===== config.mk =====
export PLATFORM = sky130hd
export DESIGN_NAME = light_monitor
export DESIGN_NICKNAME = d
export VERILOG_FILES = /design/src/rtl/light_pkg.sv /design/src/rtl/light_blinker.sv /design/src/rtl/light_monitor.sv
export SDC_FILE = /design/constraint.sdc
export NUM_CORES = 1
export LEC_CHECK = 0
export BUFFER_PORTS_ARGS = -buffer_cell sky130_fd_sc_hd__buf_2
export CAP_MARGIN = 10
export CORE_MARGIN = 4
export CORE_UTILIZATION = 57
export DETAILED_ROUTE_END_ITERATION = 10
export GPL_ROUTABILITY_DRIVEN = 0
export PLACE_DENSITY = 0.79
export REMOVE_ABC_BUFFERS = 1
export SETUP_SLACK_MARGIN = 0.1
export SKIP_LAST_GASP = 1
export SYNTH_ARGS = -nofsm -noshare
export SYNTH_HDL_FRONTEND = slang
export SYNTH_SLANG_ARGS = --single-unit

===== constraint.sdc =====
create_clock -name CLK -period 2.6 [get_ports CLK]
set_input_delay 0.52 -clock CLK [delete_from_list [all_inputs] [get_ports CLK]]
set_output_delay 0.52 -clock CLK [all_outputs]
set_load 0.1 [all_outputs]

===== src/rtl/light_pkg.sv =====
// light_pkg: colour codes, FSM states, fault codes and the colour-sequence helper
// shared by light_monitor and light_blinker.
package light_pkg;
    localparam logic [1:0] RED = 2'b00, GREEN = 2'b01, YELLOW = 2'b10, BAD = 2'b11;
    localparam logic [1:0] FC_NONE = 2'd0, FC_CODE = 2'd1, FC_ORDER = 2'd2, FC_EARLY = 2'd3;
    typedef enum logic [1:0] {ST_INIT, ST_TRACK, ST_FAULT} state_t;
    function automatic logic [1:0] next_colour(input logic [1:0] c);
        return (c == RED) ? GREEN : (c == GREEN) ? YELLOW : RED;
    endfunction
endpackage


===== src/rtl/light_blinker.sv =====
// light_blinker: square-wave level with half-period HALF; restart forces the level high
// and clears the phase, en advances the phase.
module light_blinker #(
    parameter int HALF = 4
) (
    input  logic clk_i,
    input  logic rst_ni,
    input  logic restart_i,
    input  logic en_i,
    output logic level_o
);
    localparam int W = (HALF > 1) ? $clog2(HALF) : 1;
    logic [W-1:0] cnt_q, cnt_d;
    logic level_q, level_d, wrap;
    assign wrap = cnt_q == W'(HALF - 1);
    always_comb begin
        cnt_d   = restart_i ? '0 : en_i ? (wrap ? '0 : cnt_q + 1'b1) : cnt_q;
        level_d = restart_i ? 1'b1 : (en_i && wrap) ? ~level_q : level_q;
    end
    always_ff @(posedge clk_i or negedge rst_ni) begin
        if (!rst_ni) begin
            cnt_q   <= '0;
            level_q <= 1'b1;
        end else begin
            cnt_q   <= cnt_d;
            level_q <= level_d;
        end
    end
    assign level_o = level_q;
endmodule


===== src/rtl/light_monitor.sv =====
// light_monitor: decodes the 2-bit light state bus into lamp drives and latches sequence/dwell
// faults into a fail-safe red aspect. Define LIGHT_MON_BLINK_EN to blink red while faulted.
module light_monitor
    import light_pkg::*;
#(
    parameter int CNT_W      = 8,
    parameter int MIN_RED    = 2,
    parameter int MIN_GREEN  = 2,
    parameter int MIN_YELLOW = 1,
    parameter int BLINK_HALF = 4
) (
    input  logic             CLK,
    input  logic             RES,
    input  logic             Qa,
    input  logic             Qb,
    input  logic             clr_fault,
    output logic             red,
    output logic             green,
    output logic             yellow,
    output logic             fault,
    output logic [1:0]       fault_code,
    output logic [CNT_W-1:0] cycles
);
    state_t           state_q, state_d;
    logic [1:0]       code_q, cur_q, cur_d, fc_q, fc_d;
    logic             v_q, clr_q, blink;
    logic [CNT_W-1:0] dwell_q, dwell_d, cycles_q, cycles_d;

    if (BLINK_HALF < 1) begin : g_bad_half
        $error("BLINK_HALF must be at least 1");
    end

    function automatic logic [CNT_W-1:0] min_of(input logic [1:0] c);
        return (c == RED) ? CNT_W'(MIN_RED) : (c == GREEN) ? CNT_W'(MIN_GREEN) : CNT_W'(MIN_YELLOW);
    endfunction

    // v_q keeps the reset value of code_q from counting as a red sample
    always_ff @(posedge CLK or negedge RES) begin
        if (!RES) begin
            code_q <= RED;
            clr_q  <= 1'b0;
            v_q    <= 1'b0;
        end else begin
            code_q <= {Qa, Qb};
            clr_q  <= clr_fault;
            v_q    <= 1'b1;
        end
    end

    always_comb begin
        state_d  = state_q;
        cur_d    = cur_q;
        dwell_d  = dwell_q;
        fc_d     = fc_q;
        cycles_d = cycles_q;
        case (state_q)
            ST_INIT: begin
                if (v_q && code_q == RED) begin
                    state_d = ST_TRACK;
                    cur_d   = RED;
                    dwell_d = CNT_W'(1);
                end else if (v_q && code_q == BAD) begin
                    state_d = ST_FAULT;
                    fc_d    = FC_CODE;
                end
            end
            ST_TRACK: begin
                if (code_q == cur_q) begin
                    dwell_d = (&dwell_q) ? dwell_q : dwell_q + 1'b1;
                end else if (code_q == BAD) begin
                    state_d = ST_FAULT;
                    fc_d    = FC_CODE;
                end else if (code_q != next_colour(cur_q)) begin
                    state_d = ST_FAULT;
                    fc_d    = FC_ORDER;
                end else if (dwell_q < min_of(cur_q)) begin
                    state_d = ST_FAULT;
                    fc_d    = FC_EARLY;
                end else begin
                    cur_d    = code_q;
                    dwell_d  = CNT_W'(1);
                    cycles_d = (cur_q == YELLOW) ? cycles_q + 1'b1 : cycles_q;
                end
            end
            default: begin
                if (clr_q && code_q == RED) begin
                    state_d = ST_TRACK;
                    cur_d   = RED;
                    dwell_d = CNT_W'(1);
                    fc_d    = FC_NONE;
                end
            end
        endcase
    end

    always_ff @(posedge CLK or negedge RES) begin
        if (!RES) begin
            state_q  <= ST_INIT;
            cur_q    <= RED;
            dwell_q  <= '0;
            fc_q     <= FC_NONE;
            cycles_q <= '0;
        end else begin
            state_q  <= state_d;
            cur_q    <= cur_d;
            dwell_q  <= dwell_d;
            fc_q     <= fc_d;
            cycles_q <= cycles_d;
        end
    end

`ifdef LIGHT_MON_BLINK_EN
    light_blinker #(.HALF(BLINK_HALF)) u_blinker (
        .clk_i    (CLK),
        .rst_ni   (RES),
        .restart_i(state_d == ST_FAULT && state_q != ST_FAULT),
        .en_i     (state_q == ST_FAULT),
        .level_o  (blink)
    );
`else
    assign blink = 1'b1;
`endif

    assign red        = (state_q == ST_FAULT) ? blink : (state_q == ST_INIT || cur_q == RED);
    assign green      = state_q == ST_TRACK && cur_q == GREEN;
    assign yellow     = state_q == ST_TRACK && cur_q == YELLOW;
    assign fault      = state_q == ST_FAULT;
    assign fault_code = fc_q;
    assign cycles     = cycles_q;
endmodule


## Yosys cells after proc, flatten, opt, wreduce, memory -nomap -nowiden

Index checks and enable logic that the tools add are counted.

- Add/subtract/negate cells: 2
- Order comparisons: 1
- Equality and inequality tests: 20
- Muxes and demuxes: 35
- Bitwise gates (word level): 4
- Reductions and logical operators: 16

Operators with widths:

| operator | number |
|---|---|
| 8-bit two-way mux | 7 |
| 2-bit two-way mux | 23 |
| 6-bit AND reduction | 3 |
| 8-bit by 1-bit adder with 8-bit output, second input constant | 2 |
| 8-bit one-hot mux with 2 select lines | 1 |
| 3-bit inequality test, second input constant | 5 |
| 2-bit inequality test, second input constant | 7 |
| 2-bit one-hot mux with 2 select lines | 3 |
| 8-bit by 2-bit less-than comparator with 1-bit output | 1 |
| 8-bit AND reduction | 1 |
| 2-bit equality test, second input constant | 3 |
| 2-bit logical NOT | 3 |
| 1-bit logical AND | 5 |
| 5-bit AND reduction | 1 |
| 2-bit by 1-bit equality test with 1-bit output, second input constant | 2 |
| 4-bit inequality test, second input constant | 1 |
| 1-bit NOT | 4 |
| 4-bit AND reduction | 1 |
| 3-bit nonzero test | 1 |
| 2-bit equality test | 1 |
| 2-bit inequality test | 1 |
| 1-bit logical OR | 1 |
| 1-bit two-way mux | 1 |

- Flip-flop bits (word level): 26
- Input port bits: 5
- Output and inout port bits: 14
- Logic and storage cells: 86

## Longest topological paths before layout

Gate-level depths: netlist of the first run.

- Depth after elaboration: 9
- Mapped depth: 8
- Depth with buffers taken out: 6

## Worst setup path after synthesis of the first run

OpenSTA, ideal clock, no wires.

- Path kind: flip-flop to flip-flop
- Start point: reg state_q[1]
- End point: reg cycles_q[1] (netlist: cycles[1])
- Setup time: 0.126 ns
- Arrival time: 3.759 ns
- Data required time: 2.474 ns
- Path slack: -1.285 ns
- Cell stages (with the launch flop): 5
- Path buffers: 0
- Clock period less this slack: 3.885 ns
- Cell sequence: dfrtp_1 > nand2b_1 > nor3_1 > nor4b_4 > mux2_2

- Word-level cells in the longest chain between the ends: 2

RTL lines:

| what | RTL line | text |
|---|---|---|
| start, declared | light_monitor.sv:24 | `state_t state_q, state_d;` |
| start signal, assigned | light_monitor.sv:104 | `state_q <= state_d;` |
| 2-bit by 1-bit equality test with 1-bit output | light_monitor.sv:56 | `case (state_q)` |
| 6-bit AND reduction (no line) | n/a |  |
| end signal, assigned | light_monitor.sv:108 | `cycles_q <= cycles_d;` |
| end, declared | light_monitor.sv:27 | `logic [CNT_W-1:0] dwell_q, dwell_d, cycles_q, cycles_d;` |

Every way passes these cells.
A chain may end at the register's enable or synchronous reset.

## Worst setup path in the final report of the first run

- Start point: reg state_q[0]
- End point: out yellow

- Word-level cells in the longest chain between the ends: 2

RTL lines:

| what | RTL line | text |
|---|---|---|
| 2-bit by 1-bit equality test with 1-bit output | light_monitor.sv:126 | `assign yellow = state_q == ST_TRACK && cur_q == YELLOW;` |
| 1-bit logical AND | light_monitor.sv:126 |  |
| end, declared | light_monitor.sv:19 | `output logic yellow,` |

Every way passes these cells.

==> impl_metrics.json, run 1 <==
{
  "dr.pass1.iters": 4,
  "endpoint_kind": "output port",
  "synth-simple-area-share_pct": 22.77,
  "synth_cell_type_count": 49,
  "stdcell_count": 202,
  "grt_max_degree": 27,
  "grt-ovfl-total": 0,
  "min_path_type": "in2async",
  "setup_violations": 0,
  "syn-instance-count": 153,
  "synth-compound-area-share_pct": 19.66,
  "io_pins": 19,
  "worstMarginPinSlew_ns": 0.5656,
  "cp.required_ns": 2.08,
  "yosysSeqAreaShare_pct": 42.59,
  "cts_tree": "done",
  "p_per_area_mw_per_mm2": 904.5,
  "arrival_ns": 1.85,
  "yosys.area.top_type": "dfrtp_1",
  "fin_crit_ns": 2.373,
  "synth_xor_xnor_area_share_pct": 5.160,
  "start_kind": "register",
  "r2r-start": "cur_q[1]",
  "wl_met3_um": 150,
  "cts_root_buffer": "clkbuf_4",
  "rr_worst_depth": 6,
  "met2_length_mm": 1.582,
  "placed_cells_incl_taps": 198,
  "crit_fanout": 11,
  "post_dp_cell_area_mm2": 0.001645,
  "wl_met1_mm": 1.378,
  "synth_area_leaders": "dfrtp_1 43%, nand2_1 3.7%, xnor2_1 3.4%",
  "grt_pass1_wl_mm": 5.464,
  "antenna_found_initial": 0,
  "vias_per_cell": 6.114,
  "numCtsBuffers": 3,
  "start_util_pct": 60.57,
  "via_count": 1235,
  "synthesis.area_mm2": 0.001528,
  "antenna_cells": 0,
  "finalHoldViolations": 0,
  "coreArea_mm2": 0.002522,
  "htreeDepth": 1,
  "cts_hold_buffers": 0,
  "ir_drop_mv": 0.8804,
  "drtIter0Drc": 37,
  "cts.repair.resized": 0,
  "drv_cap": 0,
  "drive_above_1_share_pct": 24.42,
  "async_flop_share_pct": 100.0,
  "synth_top_family_by_area": "simple AND/OR/NAND/NOR gates",
  "finClkSkew_ns": 0.001175,
  "synthMuxAreaShare_pct": 3.522,
  "postCtsSetupRepairBufs": 0,
  "clock_latency_ns": 0.32,
  "die_h_um": 59.77,
  "relSlewSlack_pct": 62.29,
  "design_area_mm2": 0.001698,
  "synth-main-ff-cell": "dfrtp_1",
  "grtUsageTotal_pct": 20.14,
  "portBuffers": 18,
  "wire_per_inst_um": 15.64,
  "syn_area_per_cell_um2": 9.985,
  "ys_ff_latch": 26,
  "layout.nets": 181,
  "yosysMostFrequentCell": "dfrtp_1",
  "maxSlewViolCount": 0,
  "p_leak_nw": 0.7532,
  "yosysTopAreaCellShare_pct": 42.59,
  "drc": 0,
  "die_area_mm2": 0.003572,
  "cts_buffer_depth": 2,
  "cts_sinks": 26,
  "synth-edff-count": 0,
  "rsz0062_at_grt": "false",
  "drt_wl_total_mm": 3.159,
  "die_w_um": 59.77,
  "clock.fmax_mhz": 421.3,
  "syn_to_final_growth_pct": 11.14,
  "status": "finished clean",
  "ant_nets": 0,
  "synthAdderAreaFrac_pct": 2.457,
  "finalCritPeriodShare_pct": 91.28,
  "synth_commonest_cells": "26 x dfrtp_1, 15 x nand2_1, 10 x o21ai_0",
  "synth_warnings": 0,
  "rrSetupSlack_ns": 0.38,
  "dp_hpwl_mm": 2.381,
  "rr_endpoint": "fault_code[1]",
  "cts.clk_slew.worst_paths_ns": 0.14,
  "worst-setup-path-type": "reg2out",
  "grt_pass1_vias": 1230,
  "post-route-util_pct": 67.31,
  "top_layer": "met4",
  "num_rows": 18
}
-- critical path, stage by stage, from the launching register on --
cell      delay (ns)
dfrtp_1         0.55
nand2b_1        0.23
nor3_1          0.26
buf_2           0.48
-- sequential cells by signal (all words and copies together) (netlist names) --
| register | flops |
|---|---|
| clr_q | 1 |
| code_q | 2 |
| cur_q | 2 |
| cycles | 8 |
| dwell_q | 8 |
| fault_code | 2 |
| state_q | 2 |
| v_q | 1 |
-- power by group --
part | internal, mW | total (mW) | switching (mW)
sequential | 0.455 | 0.529 | 0.0741
clock | 0.156 | 0.280 | 0.124
combinational | 0.210 | 0.727 | 0.516
total | 0.822 | 1.54 | 0.714
-- per-layer routing --
layer / track usage, % / vias up
met5: 0 / -
met4: 5.696 / 0
met3: 6.048 / 6
met2: 35.34 / 27
met1: 23.59 / 603
li1: - / 599
-- layout by cell type (no fill, tap or decap), types with 2 or more instances in the layout --
cell and instances:
nor2_1 7, a31oi_1 3, o31ai_1 2, and2_1 3
buf_4 3, nand4_1 5, clkbuf_4 3, ha_1 3
a21oi_2 2, nand3_1 3, o22a_1 2, dfrtp_1 26
inv_1 5, mux2i_1 2, nand2_1 15, a21oi_1 7
xnor2_1 6, nor3_1 7, buf_2 18, nor2b_1 4
xor2_1 3, and3_1 2, mux2_2 3, or3b_4 2
nor4b_4 2, o21ai_0 10
-- metrics by stage --
step / total power, mW / hold slack (ns) / setup slack (ns) / setup TNS [ns]
floorplan: 1.103 / 0.2244 / -1.417 / -12.87
global placement: 1.240 / 0.4566 / 0.4657 / 0
detailed placement: 1.257 / 0.4767 / 0.4026 / 0
CTS: 1.542 / 0.1757 / 0.2367 / 0
global route: 1.632 / 0.1911 / 0.1047 / 0
finish: 1.536 / 0.1591 / 0.2267 / 0
-- kinds of logic after synthesis --
kind of cell    Yosys count
compound gates           40
xor+xnor                  9
fa+ha+maj                 3
buf+inv                  12
flops                    26
mux                       5
other cells               1
simple gates             57
-- layout make-up --
cell class | count | area, µm²
well taps | 30 | 37.54
clock inverters | 1 | 30.03
flip-flops and latches | 26 | 650.6
fillers | 213 | 824.5
clock buffers | 3 | 22.52
multi-input cells | 115 | 822.0
inverters | 6 | 22.52
repair buffers | 21 | 112.6
-- worst max-delay path by stage --
stage	from	to	slack [ns]	depth (start not counted)
floorplan	state_q[1]	cycles[1]	-1.42	4
global placement	cur_q[1]	fault_code[1]	0.47	6
detailed placement	cur_q[1]	fault_code[1]	0.40	6
CTS	state_q[0]	yellow	0.24	3
global route	state_q[0]	yellow	0.10	3
finish	state_q[0]	yellow	0.23	3
Note: power is estimated with default switching activity, not from simulation.
==> run 2, diff against run 1 <==
==> constraint.sdc (replaced) <==
create_clock -name CLK -period 2.3 [get_ports CLK]
set_input_delay 0.46 -clock CLK [delete_from_list [all_inputs] [get_ports CLK]]
set_output_delay 0.46 -clock CLK [all_outputs]
set_load 0.1 [all_outputs]
==> impl_metrics.json, run 2 (synthesized netlist as in run 1, its figures left out) <==
{
  "status": "finished clean",
  "finalHoldViolations": 0,
  "clock.fmax_mhz": 474.3,
  "drtIter0Drc": 66,
  "arrival_ns": 2.33,
  "final_common_cell": "dfrtp_1",
  "drt_wl_total_mm": 3.253,
  "vias_per_cell": 6.286,
  "die_area_mm2": 0.003572,
  "grt-ovfl-total": 0,
  "portBuffers": 18,
  "ir_drop_mv": 1.029,
  "relSlewSlack_pct": 61.82,
  "rr_worst_depth": 7,
  "die_w_um": 59.77,
  "endpoint_kind": "register",
  "grt_pass1_wl_mm": 5.692,
  "setup_violations": 0,
  "r2r-start": "dwell_q[1]",
  "dp_slack_ns": 0.09409,
  "antenna_found_initial": 0,
  "die_h_um": 59.77,
  "drv_cap": 0,
  "fin_crit_ns": 2.108,
  "setup_tns_ns": 0,
  "rrSetupSlack_ns": 0.19,
  "worst-path-buf-inv": 3,
  "layout_setup_ws_ns": 0.1915,
  "maxSlewViolCount": 0,
  "grt_max_degree": 27,
  "rsz0062_at_grt": "true",
  "ant_nets": 0,
  "drc": 0,
  "finalCritPeriodShare_pct": 91.67,
  "cts_root_buffer": "clkbuf_4",
  "critPathMostFrequentCell": "buf_4",
  "design_area_mm2": 0.001754,
  "grt_pass1_vias": 1256,
  "numCtsBuffers": 3,
  "crit_family": "flip-flops",
  "worstMarginPinSlew_ns": 0.5727,
  "cp.required_ns": 2.52,
  "cts.clk_slew.worst_paths_ns": 0.14,
  "start_kind": "register",
  "cts_sinks": 26,
  "cts_buffer_depth": 2,
  "worst-setup-path-type": "reg2reg",
  "finClkSkew_ns": 0.004146,
  "p_leak_nw": 0.7742,
  "clock_latency_ns": 0.31,
  "rr_endpoint": "cycles[1]",
  "min_path_type": "in2async",
  "coreArea_mm2": 0.002522,
  "io_pins": 19,
  "grtUsageTotal_pct": 20.55,
  "wire_per_inst_um": 15.79,
  "crit_fanout": 8,
  "drive_above_1_share_pct": 29.55,
  "syn_to_final_growth_pct": 14.82,
  "nFillCells": 198,
  "cp_slowest_cell": "dfrtp_1",
  "via_count": 1295,
  "antenna_cells": 0,
  "dp_hpwl_mm": 2.345,
  "start_util_pct": 60.57,
  "cts_tree": "done",
  "final_cell_mix": "24 x dfrtp_1, 17 x buf_2, 15 x nand2_1",
  "cts_hold_buffers": 0,
  "post-route-util_pct": 69.54,
  "post_dp_cell_area_mm2": 0.001675,
  "dr.pass1.iters": 4,
  "htreeDepth": 1,
  "cp-startpoint": "dwell_q[1]",
  "p_per_area_mw_per_mm2": 982.1,
  "cpPeakStageDelay_ns": 0.44,
  "num_rows": 18,
  "crit_cells": 7,
  "layout.nets": 185,
  "cp_cell_sequence": "ha_1 > inv_1 > o211a_1 > buf_4 > nor4b_4 > buf_4 > mux2_2"
}
## run 2: power by group
group	internal [mW]	switching [mW]	total, mW
combinational	0.275	0.641	0.916
clock	0.0966	0.135	0.232
sequential	0.515	0.0601	0.575
## run 2: worst max-delay path by stage
stage / endpoint / slack (ns)
floorplan: cycles[1] / -1.72
global placement: fault_code[0] / 0.21
detailed placement: dwell_q[7] / 0.09
CTS: fault_code[1] / 0.10
global route: green / 0.09
finish: cycles[1] / 0.19
## run 2: stage by stage
step	power (mW)	hold slack, ns	cells
floorplan	1.247	0.1644	147
global route	1.828	0.1399	206
detailed placement	1.449	0.4586	200
global placement	1.420	0.4570	200
CTS	1.689	0.1301	204
finish	1.723	0.1154	206
## run 2: layout make-up
type / instances / area, µm² / share of cell area (%)
clock buffers: 4 / 36.28 / 2.068
well taps: 30 / 37.54 / 2.140
repair buffers: 25 / 161.4 / 9.201
flip-flops and latches: 26 / 653.1 / 37.23
multi-input cells: 115 / 843.3 / 48.07
inverters: 6 / 22.52 / 1.284
## run 2: repair_timing
item,in CTS,in global routing
buffers inserted,0,2
hold endpoints to repair,0,0
endpoints found under the setup margin,5,11
gates resized for setup,1,6
pin swaps,1,5
## run 2: metal layers
layer | up-vias | track usage [%] | part of all wire, %
li1 | 602 | - | -
met1 | 628 | 27.43 | 44
met2 | 57 | 33.80 | 48
met3 | 8 | 3.672 | 6.6
met4 | 0 | 6.329 | 1.7
met5 | - | 0 | 0
==> run 3, diff against run 2 <==
--- a/config.mk
+++ b/config.mk
@@ -5,13 +5,15 @@
 export SDC_FILE = /design/constraint.sdc
 export NUM_CORES = 1
 export LEC_CHECK = 0
+export ABC_AREA = 1
 export BUFFER_PORTS_ARGS = -buffer_cell sky130_fd_sc_hd__buf_2
 export CAP_MARGIN = 10
+export CORE_ASPECT_RATIO = 1.25
 export CORE_MARGIN = 4
 export CORE_UTILIZATION = 57
 export DETAILED_ROUTE_END_ITERATION = 10
 export GPL_ROUTABILITY_DRIVEN = 0
-export PLACE_DENSITY = 0.79
+export PLACE_DENSITY = 0.78
 export REMOVE_ABC_BUFFERS = 1
 export SETUP_SLACK_MARGIN = 0.1
 export SKIP_LAST_GASP = 1
==> impl_metrics.json, run 3 <==
{
  "antenna_cells": 0,
  "drt_wl_total_mm": 3.298,
  "cp.required_ns": 1.84,
  "final_common_cell": "nand2_1",
  "hold_ws_ns": 0.1080,
  "portBuffers": 18,
  "endpoint": "yellow",
  "seqPwrFrac_pct": 32.8,
  "rsz0062_at_grt": "true",
  "numCtsBuffers": 3,
  "yosysTopAreaCellShare_pct": 39.85,
  "via_count": 1415,
  "ys_ff_latch": 26,
  "post-route-util_pct": 66.94,
  "grt_max_degree": 27,
  "synth-main-ff-cell": "dfrtp_1",
  "yosysSeqAreaShare_pct": 39.85,
  "p_comb_share_pct": 50.6,
  "start_kind": "register",
  "cpPeakStageDelay_ns": 0.46,
  "setup_violations": 0,
  "start_util_pct": 60.33,
  "drtIter0Drc": 67,
  "cts_sinks": 26,
  "maxSlewViolCount": 0,
  "grtUsageTotal_pct": 19.32,
  "endpoint_kind": "output port",
  "crit_cells": 5,
  "dr.pass1.iters": 4,
  "antenna_found_initial": 0,
  "cts_tree": "done",
  "coreArea_mm2": 0.002706,
  "grt_pass1_vias": 1352,
  "ir_drop_mv": 0.7422,
  "cts_root_buffer": "clkbuf_4",
  "syn-instance-count": 225,
  "cp-startpoint": "state_q[0]",
  "synth_commonest_cells": "74 x nand2_1, 28 x inv_1, 26 x dfrtp_1",
  "r2r-start": "cur_q[1]",
  "grt_pass1_wl_mm": 5.789,
  "min_path_type": "in2async",
  "vias_per_cell": 5.072,
  "drc": 0,
  "fin_crit_ns": 2.072,
  "p_leak_nw": 0.9515,
  "p_switching_mw": 0.9709,
  "yosysMostFrequentCell": "nand2_1",
  "drv_cap": 0,
  "rrSetupSlack_ns": 0.62,
  "cts_buffer_depth": 2,
  "die_w_um": 55.87,
  "layout.nets": 254,
  "crit_family": "flip-flops",
  "relSlewSlack_pct": 61.33,
  "drive_above_1_share_pct": 17.55,
  "p_per_area_mw_per_mm2": 1042,
  "dp_slack_ns": 0.4356,
  "p_clk_share_pct": 16.6,
  "syn_area_per_cell_um2": 7.257,
  "synth_warnings": 0,
  "switching_share_pct": 51.45,
  "finClkSkew_ns": 0.002006,
  "rr_worst_depth": 8,
  "crit_fanout": 10,
  "num_rows": 21,
  "setup_tns_ns": 0,
  "yosys.area.top_type": "dfrtp_1",
  "worst-setup-path-type": "reg2out",
  "worst-path-buf-inv": 3,
  "cts_hold_buffers": 0,
  "htreeDepth": 1,
  "power.internal_mw": 0.9160,
  "synth-edff-count": 0,
  "synth_cell_type_count": 27,
  "io_pins": 19,
  "arrival_ns": 1.61,
  "total_power_mw": 1.887,
  "layout_setup_ws_ns": 0.2284,
  "cp_slowest_cell": "dfrtp_1",
  "cp_cell_sequence": "inv_2 > nor2_4 > inv_4 > nor3_4 > buf_6",
  "clock_latency_ns": 0.32,
  "rr_endpoint": "state_q[1]",
  "ant_nets": 0,
  "clock.fmax_mhz": 482.7,
  "finalHoldViolations": 0,
  "dp_hpwl_mm": 2.432,
  "wire_per_inst_um": 11.82,
  "status": "finished clean",
  "die_area_mm2": 0.003790,
  "grt-ovfl-total": 0,
  "worstMarginPinSlew_ns": 0.5801,
  "cts.clk_slew.worst_paths_ns": 0.14,
  "synthesis.area_mm2": 0.001633,
  "finalCritPeriodShare_pct": 90.07,
  "syn_to_final_growth_pct": 10.96,
  "final_cell_mix": "74 x nand2_1, 28 x inv_1, 26 x dfrtp_1",
  "async_flop_share_pct": 100.0,
  "die_h_um": 67.84,
  "synth_area_leaders": "dfrtp_1 40%, nand2_1 17%, inv_1 6.4%"
}
-- run 3: kinds of logic after synthesis --
| kind of cell | share of synthesized area [%] |
|---|---|
| AOI/OAI and AO/OA | 5.824 |
| other | 0.2297 |
| DFF | 39.85 |
| and+or+nand+nor | 38.77 |
| xor gates and xnor gates | 4.827 |
| buffers and inverters | 8.199 |
| adders and majority gates | 2.299 |
-- run 3: layout make-up --
cell class / count / area (µm²)
sequential: 26 / 650.6
fill: 243 / 894.6
clock buffer: 3 / 22.52
timing repair buffer: 18 / 98.84
clock inverter: 1 / 30.03
multi-input combinational: 166 / 848.3
tap: 34 / 42.54
inverter: 31 / 118.9
-- run 3: worst min path at each step --
stage / startpoint / endpoint / slack [ns]
floorplan: RES / clr_q / 0.16
global placement: fault_code[0] / fault_code[0] / 0.45
detailed placement: fault_code[0] / fault_code[0] / 0.46
CTS: RES / dwell_q[2] / 0.12
global route: RES / dwell_q[2] / 0.13
finish: RES / dwell_q[2] / 0.11
-- run 3: timing repair --
| item | 4_1_cts | 5_1_grt |
|---|---|---|
| endpoints found under the setup margin | 1 | 2 |
| buffers inserted | 0 | 0 |
| resized for setup | 1 | 2 |
-- run 3: layer usage --
layer	up-vias	GRT usage [%]	share of wire [%]
li1	741	-	-
met1	643	22.65	43
met2	22	35.65	52
met3	9	2.830	2.4
met4	0	8.309	2.1
met5	-	0	0
-- run 3: per-stage QoR --
stage,cells,instance area (µm²)
4_1_cts,279,1805
2_1_floorplan,223,1618
3_3_place_gp,275,1750
3_5_place_dp,275,1750
5_1_grt,279,1812
6_report,279,1812
-- run 3: power groups by stage --
stage	Clock, mW	Combinational (mW)	Sequential [mW]
final	0.314	0.954	0.619
after global routing	0.343	1.05	0.628
after CTS	0.317	0.955	0.615
after detailed placement	0	0.950	0.624
after global placement	0	0.947	0.619
after floorplan	0	0.634	0.767
